<file path="src/rtl/bot_updt_handler.sv">
// Core-side handler for the Rojobot update strobe and status bus.
// Syncs the strobe, snapshots bot info, raises IRQ, Wishbone regs.
module bot_updt_handler #(
    parameter int SYNC_STAGES   = 2,
    parameter int SETTLE_CYCLES = 2
) (
    input  logic        clk,
    input  logic        rstn,
    input  logic [1:0]  i_wb_adr,
    input  logic [31:0] i_wb_dat,
    input  logic        i_wb_we,
    input  logic        i_wb_cyc,
    input  logic        i_wb_stb,
    output logic [31:0] o_wb_rdt,
    output logic        o_wb_ack,
    input  logic        i_bot_updt,
    input  logic [31:0] i_bot_info,
    output logic [7:0]  o_motctl,
    output logic        o_irq,
    output logic        o_int_ack
);

    typedef enum logic [1:0] {
        IDLE    = 2'd0,
        CAPTURE = 2'd1,
        PENDING = 2'd2
    } state_t;

    localparam logic [3:0] SETTLE_LD = 4'(SETTLE_CYCLES);

    logic [SYNC_STAGES-1:0] sync_q;
    logic [SYNC_STAGES:0]   arm_q;
    logic                   edge_q;
    logic                   upd_evt;

    state_t      state_q, state_d;
    logic [3:0]  cnt_q;
    logic [31:0] snap_q;
    logic        pending_q;
    logic        irq_en_q;
    logic [7:0]  ovr_q;

    logic        cnt_load, cnt_dec, snap_en, ovr_inc;
    logic        wb_acc, wb_wr, wb_rd;
    logic        wr_mot, wr_sts, wr_ack;
    logic        ack_wr, clr_ovr;
    logic [31:0] rd_data;
    logic [31:0] status;
    logic        unused_dat;

    // arm_q marks when the edge register holds a real post-reset sample,
    // so a strobe held high across reset release is not seen as an edge
    always_ff @(posedge clk or negedge rstn) begin
        if (!rstn) begin
            sync_q <= '0;
            arm_q  <= '0;
            edge_q <= 1'b0;
        end else begin
            sync_q <= {sync_q[SYNC_STAGES-2:0], i_bot_updt};
            arm_q  <= {arm_q[SYNC_STAGES-1:0], 1'b1};
            edge_q <= sync_q[SYNC_STAGES-1];
        end
    end

    assign upd_evt = arm_q[SYNC_STAGES] & sync_q[SYNC_STAGES-1] & ~edge_q;

    assign wb_acc  = i_wb_cyc & i_wb_stb & ~o_wb_ack;
    assign wb_wr   = wb_acc & i_wb_we;
    assign wb_rd   = wb_acc & ~i_wb_we;
    assign wr_mot  = wb_wr & (i_wb_adr == 2'd1);
    assign wr_sts  = wb_wr & (i_wb_adr == 2'd2);
    assign wr_ack  = wb_wr & (i_wb_adr == 2'd3);
    assign ack_wr  = wr_ack & i_wb_dat[0];
    assign clr_ovr = wr_ack & i_wb_dat[1];

    assign unused_dat = ^i_wb_dat[31:8];

    always_ff @(posedge clk or negedge rstn) begin
        if (!rstn) state_q <= IDLE;
        else       state_q <= state_d;
    end

    always_comb begin
        state_d = state_q;
        case (state_q)
            IDLE:    if (upd_evt) state_d = CAPTURE;
            CAPTURE: if (!upd_evt && cnt_q == 4'd1) state_d = PENDING;
            PENDING: begin
                if (upd_evt)     state_d = CAPTURE;
                else if (ack_wr) state_d = IDLE;
            end
            default: state_d = IDLE;
        endcase
    end

    always_comb begin
        cnt_load = 1'b0;
        cnt_dec  = 1'b0;
        snap_en  = 1'b0;
        ovr_inc  = 1'b0;
        case (state_q)
            IDLE: cnt_load = upd_evt;
            CAPTURE: begin
                cnt_load = upd_evt;
                ovr_inc  = upd_evt;
                cnt_dec  = ~upd_evt;
                snap_en  = ~upd_evt & (cnt_q == 4'd1);
            end
            PENDING: begin
                cnt_load = upd_evt;
                ovr_inc  = upd_evt & ~ack_wr;
            end
            default: ;
        endcase
    end

    always_ff @(posedge clk or negedge rstn) begin
        if (!rstn) begin
            cnt_q     <= '0;
            snap_q    <= '0;
            pending_q <= 1'b0;
            ovr_q     <= '0;
        end else begin
            if (cnt_load)                  cnt_q <= SETTLE_LD;
            else if (cnt_dec && cnt_q != 0) cnt_q <= cnt_q - 4'd1;
            if (snap_en) snap_q <= i_bot_info;
            if (snap_en)     pending_q <= 1'b1;
            else if (ack_wr) pending_q <= 1'b0;
            // clear beats a same-cycle overrun
            if (clr_ovr)                      ovr_q <= '0;
            else if (ovr_inc && ovr_q != '1)  ovr_q <= ovr_q + 8'd1;
        end
    end

    assign status = {16'h0, ovr_q, 4'h0, state_q, irq_en_q, pending_q};

    always_comb begin
        rd_data = '0;
        unique case (1'b1)
            i_wb_adr == 2'd0: rd_data = snap_q;
            i_wb_adr == 2'd1: rd_data = {24'h0, o_motctl};
            i_wb_adr == 2'd2: rd_data = status;
            default:          rd_data = '0;
        endcase
    end

    always_ff @(posedge clk or negedge rstn) begin
        if (!rstn) begin
            o_motctl  <= '0;
            irq_en_q  <= 1'b0;
            o_irq     <= 1'b0;
            o_int_ack <= 1'b0;
            o_wb_ack  <= 1'b0;
            o_wb_rdt  <= '0;
        end else begin
            if (wr_mot) o_motctl <= i_wb_dat[7:0];
            if (wr_sts) irq_en_q <= i_wb_dat[1];
            o_irq     <= pending_q & irq_en_q;
            o_int_ack <= ack_wr;
            o_wb_ack  <= wb_acc;
            if (wb_rd) o_wb_rdt <= rd_data;
        end
    end

endmodule

</file>
<file path="config.mk">
export PLATFORM = sky130hd
export DESIGN_NAME = bot_updt_handler
export DESIGN_NICKNAME = d
export VERILOG_FILES = /design/src/rtl/bot_updt_handler.sv
export SDC_FILE = /design/constraint.sdc
export NUM_CORES = 1
export LEC_CHECK = 0
export ABC_AREA = 1
export CELL_PAD_IN_SITES_DETAIL_PLACEMENT = 1
export CELL_PAD_IN_SITES_GLOBAL_PLACEMENT = 1
export CORE_MARGIN = 1
export CORE_UTILIZATION = 37
export CTS_CLUSTER_DIAMETER = 100
export CTS_CLUSTER_SIZE = 25
export DETAILED_ROUTE_END_ITERATION = 16
export PLACE_DENSITY = 0.83
export SLEW_MARGIN = 5
export SYNTH_ARGS = -nofsm -noshare
export SYNTH_HDL_FRONTEND = slang
export SYNTH_SLANG_ARGS = --single-unit
</file>
<file path="constraint.sdc">
create_clock -name clk -period 2.3 [get_ports clk]
set_clock_uncertainty 0.2 [all_clocks]
set_input_delay 0.46 -clock clk [delete_from_list [all_inputs] [get_ports clk]]
set_output_delay 0.46 -clock clk [all_outputs]
set_load 0.01 [all_outputs]
</file>
==> run summary <==
Status -> complete, no violations
Routability cong. -> 0.828
Final Max Tran Viols -> 0
Vias in the first global route -> 3656
DP Worst Slack -> 0.0546 ns
Final Hold Violating Endpoints -> 0
Largest net degree at the start of global routing -> 44
CTS tree -> done
Worst R2R Setup Slack -> 0.28 ns
FF-to-FF End -> snap_q[13]
Number of flops mapped to enable cells by yosys -> 0
Fmax -> 0.494 GHz
Worst Hold Class -> register to register
Num rows -> 38
Prevailing post-synth register cell -> dfrtp_1
Antenna-violating nets left -> 0
Setup Buffers After CTS -> 0
HP Start -> arm_q[1]
Initial DRC count -> 158
P_sw -> 1.78 mW
First-pass GRT wire length -> 18600 µm
Async S/R FF share, synth -> 100%
Area grow syn2layout -> 34.0%
Dpl hpwl -> 8120 µm
Crit path arrival time -> 2.05 ns
Hold Path End -> arm_q[2]
Internal -> 4.11 mW
Vias per cell -> 5.05
Die Wd -> 109 µm
Yosys warns -> 0
Register area share after synthesis -> 57.1%
VDD IR-drop max -> 0.560 mV
Worst Path Required -> 2.32 ns
Synth Instances -> 402
Worst R2R Path Depth -> 6
Logic pwr share -> 30.6%
Synth area leaders -> dfrtp_1 (57%), nand2_1 (9.3%), mux2_4 (8.1%)
Sequential power share -> 44.2%
CTS Buf Count -> 9
Max-cap viol count -> 0
Unrepaired setup endpoints after global routing -> false
Tot Pwr -> 5.89 mW
Clock root buffer -> clkbuf_16
Crit path max fanout -> 11
Max clock buf depth -> 2
Final worst setup slack -> 0.277 ns
DR pass1 iterations -> 4
Commonest cells post-synth -> nand2_1 (105), dfrtp_1 (97), inv_1 (30)
WHS Path Cells -> 0
Vias after detailed routing -> 3273
CP Capture Type -> register
Overflow left after global routing -> 0
Post-synth cell types -> 28
Synth Area per Inst -> 10.6 µm²
IO Count -> 115
Residual DRC -> 0
Most common cell in the synthesized netlist -> nand2_1
H-tree Lvls -> 3
Fin util -> 51.6%
Fraction of layout cells with a size suffix above 1 -> 14.6%
CTS Sinks -> 97
Tcrit/Tclk final -> 88.0%
PwrDens -> 1030 nW/µm²
GRT Total Usage -> 21.0%
Top cell type's share of synthesized area -> 57.1%
Post-Syn Nets -> 481
Core area -> 11000 µm²
Buffers on Ports -> 90
Worst reg2reg path startpoint -> cnt_q[1]
Min Tclk post-route -> 2.02 ns
WL per Instance -> 17.9 µm
Initial Util -> 38.5%
ANT cells -> 0
Slew at the pin closest to its max-slew limit -> 0.526 ns
Clock slew at reported path FFs -> 0.06 ns
Sw Share -> 30.2%
Post-Route WL -> 11600 µm
Endpoints failing setup -> 0
Clock power frac -> 25.3%
Synthesized area -> 4250 µm²
DIE AREA -> 11900 µm²
Setup crit start kind -> register
Count of state elements after synthesis -> 97
Static leakage -> 2.65 nW
Synth area leader -> dfrtp_1
Slew margin rel. -> 64.9%
Antenna violations before repair -> 0
Clock latency on the worst-skew pair -> 0.34 ns
Setup TNS -> 0 ns
CP Class -> register to register
Height of the chip -> 109 µm
Nets -> 582
-- metrics by stage --
step / hold slack, ns / cells / area, µm²
after CTS: 0.146 / 648 / 5690
after detailed placement: 0.136 / 631 / 5390
after global placement: 0.134 / 631 / 5390
after global routing: 0.155 / 648 / 5690
final: 0.143 / 648 / 5690
after floorplan: -0.0356 / 402 / 4250
-- logic make-up (layout without fill, tap and decap cells) --
family | after synthesis | count (layout) | share of synthesized area [%]
buffers and inverters | 43 | 149 | 4.45
and+or+nand+nor | 159 | 159 | 16.5
adders and majority gates | 7 | 7 | 2.06
muxes | 36 | 36 | 11.6
other | 1 | 1 | 0.0883
xor gates and xnor gates | 5 | 5 | 1.03
AOI/OAI and AO/OA | 54 | 54 | 7.13
DFF | 97 | 97 | 57.1
-- worst max-delay path by stage --
stage                   from           to  slack (ns)  cells past startpoint
floorplan           cnt_q[1]   snap_q[10]        0.54                      6
global placement     i_wb_we  o_motctl[6]        0.14                      5
detailed placement  i_wb_cyc     ovr_q[1]        0.05                      9
CTS                 o_wb_ack     o_wb_ack        0.26                      1
global route        cnt_q[1]   snap_q[13]        0.16                      6
finish              cnt_q[1]   snap_q[13]        0.28                      6
-- registers in the layout, summed over array words and instances (netlist names) --
signal and count:
sync_q 2, o_wb_ack 1, cnt_q 4, irq_en_q 1, edge_q 1, snap_q 32, ovr_q 8, pending_q 1
o_wb_rdt 32, state_q 2, o_int_ack 1, o_motctl 8, arm_q 3, o_irq 1
-- final cells by class --
cell class / instances / area [µm²]
multi-input combinational: 262 / 1630
fill: 1220 / 5340
clock inverter: 5 / 55.1
clock buffer: 11 / 243
sequential: 97 / 2430
inverter: 30 / 113
tap: 140 / 175
timing repair buffer: 103 / 1050
-- layer usage --
| metal | track usage (%) | routed length (µm) | vias up |
|---|---|---|---|
| met2 | 38.9 | 6090 | 74 |
| met3 | 5.86 | 598 | 15 |
| li1 | - | - | 1531 |
| met1 | 23.3 | 4710 | 1653 |
| met4 | 5.89 | 180 | 0 |
| met5 | 0 | 0 | - |
-- placed cells by master (no fill, tap or decap), drive strengths merged, types with 2 or more instances in the layout --
cell,Yosys,final
clkinv,0,2
a31oi,10,10
nand4,11,11
inv,30,30
clkdlybuf4s50,0,89
clkbuf,6,11
dfrtp,97,97
nand3,19,19
a21oi,9,9
mux2,36,36
clkinvlp,0,2
nor2,19,19
xor2,5,5
buf,7,13
nand2,108,108
o21ai,27,27
ha,7,7
o22ai,3,3
-- worst max-delay path, stage by stage (launching register included) --
cell	delay [ns]
dfrtp_1	0.40
inv_1	0.11
ha_1	0.16
nor3b_4	0.23
nand3_4	0.23
buf_4	0.26
mux2_4	0.31
-- power by group through the flow --
stage / Clock (mW) / Combinational (mW) / Sequential [mW]
floorplan: 0 / 0.992 / 2.60
global placement: 0 / 1.70 / 2.56
detailed placement: 0 / 1.79 / 2.62
CTS: 1.53 / 1.83 / 2.60
global route: 1.59 / 1.98 / 2.66
finish: 1.49 / 1.80 / 2.60
-- timing repair --
item                                    CTS  global route
endpoints found under the hold margin    36             0
resized for setup                         0             0
endpoints found under the setup margin    0             0
hold buffers                              1             0
Note: power is estimated with default switching activity, not from simulation.
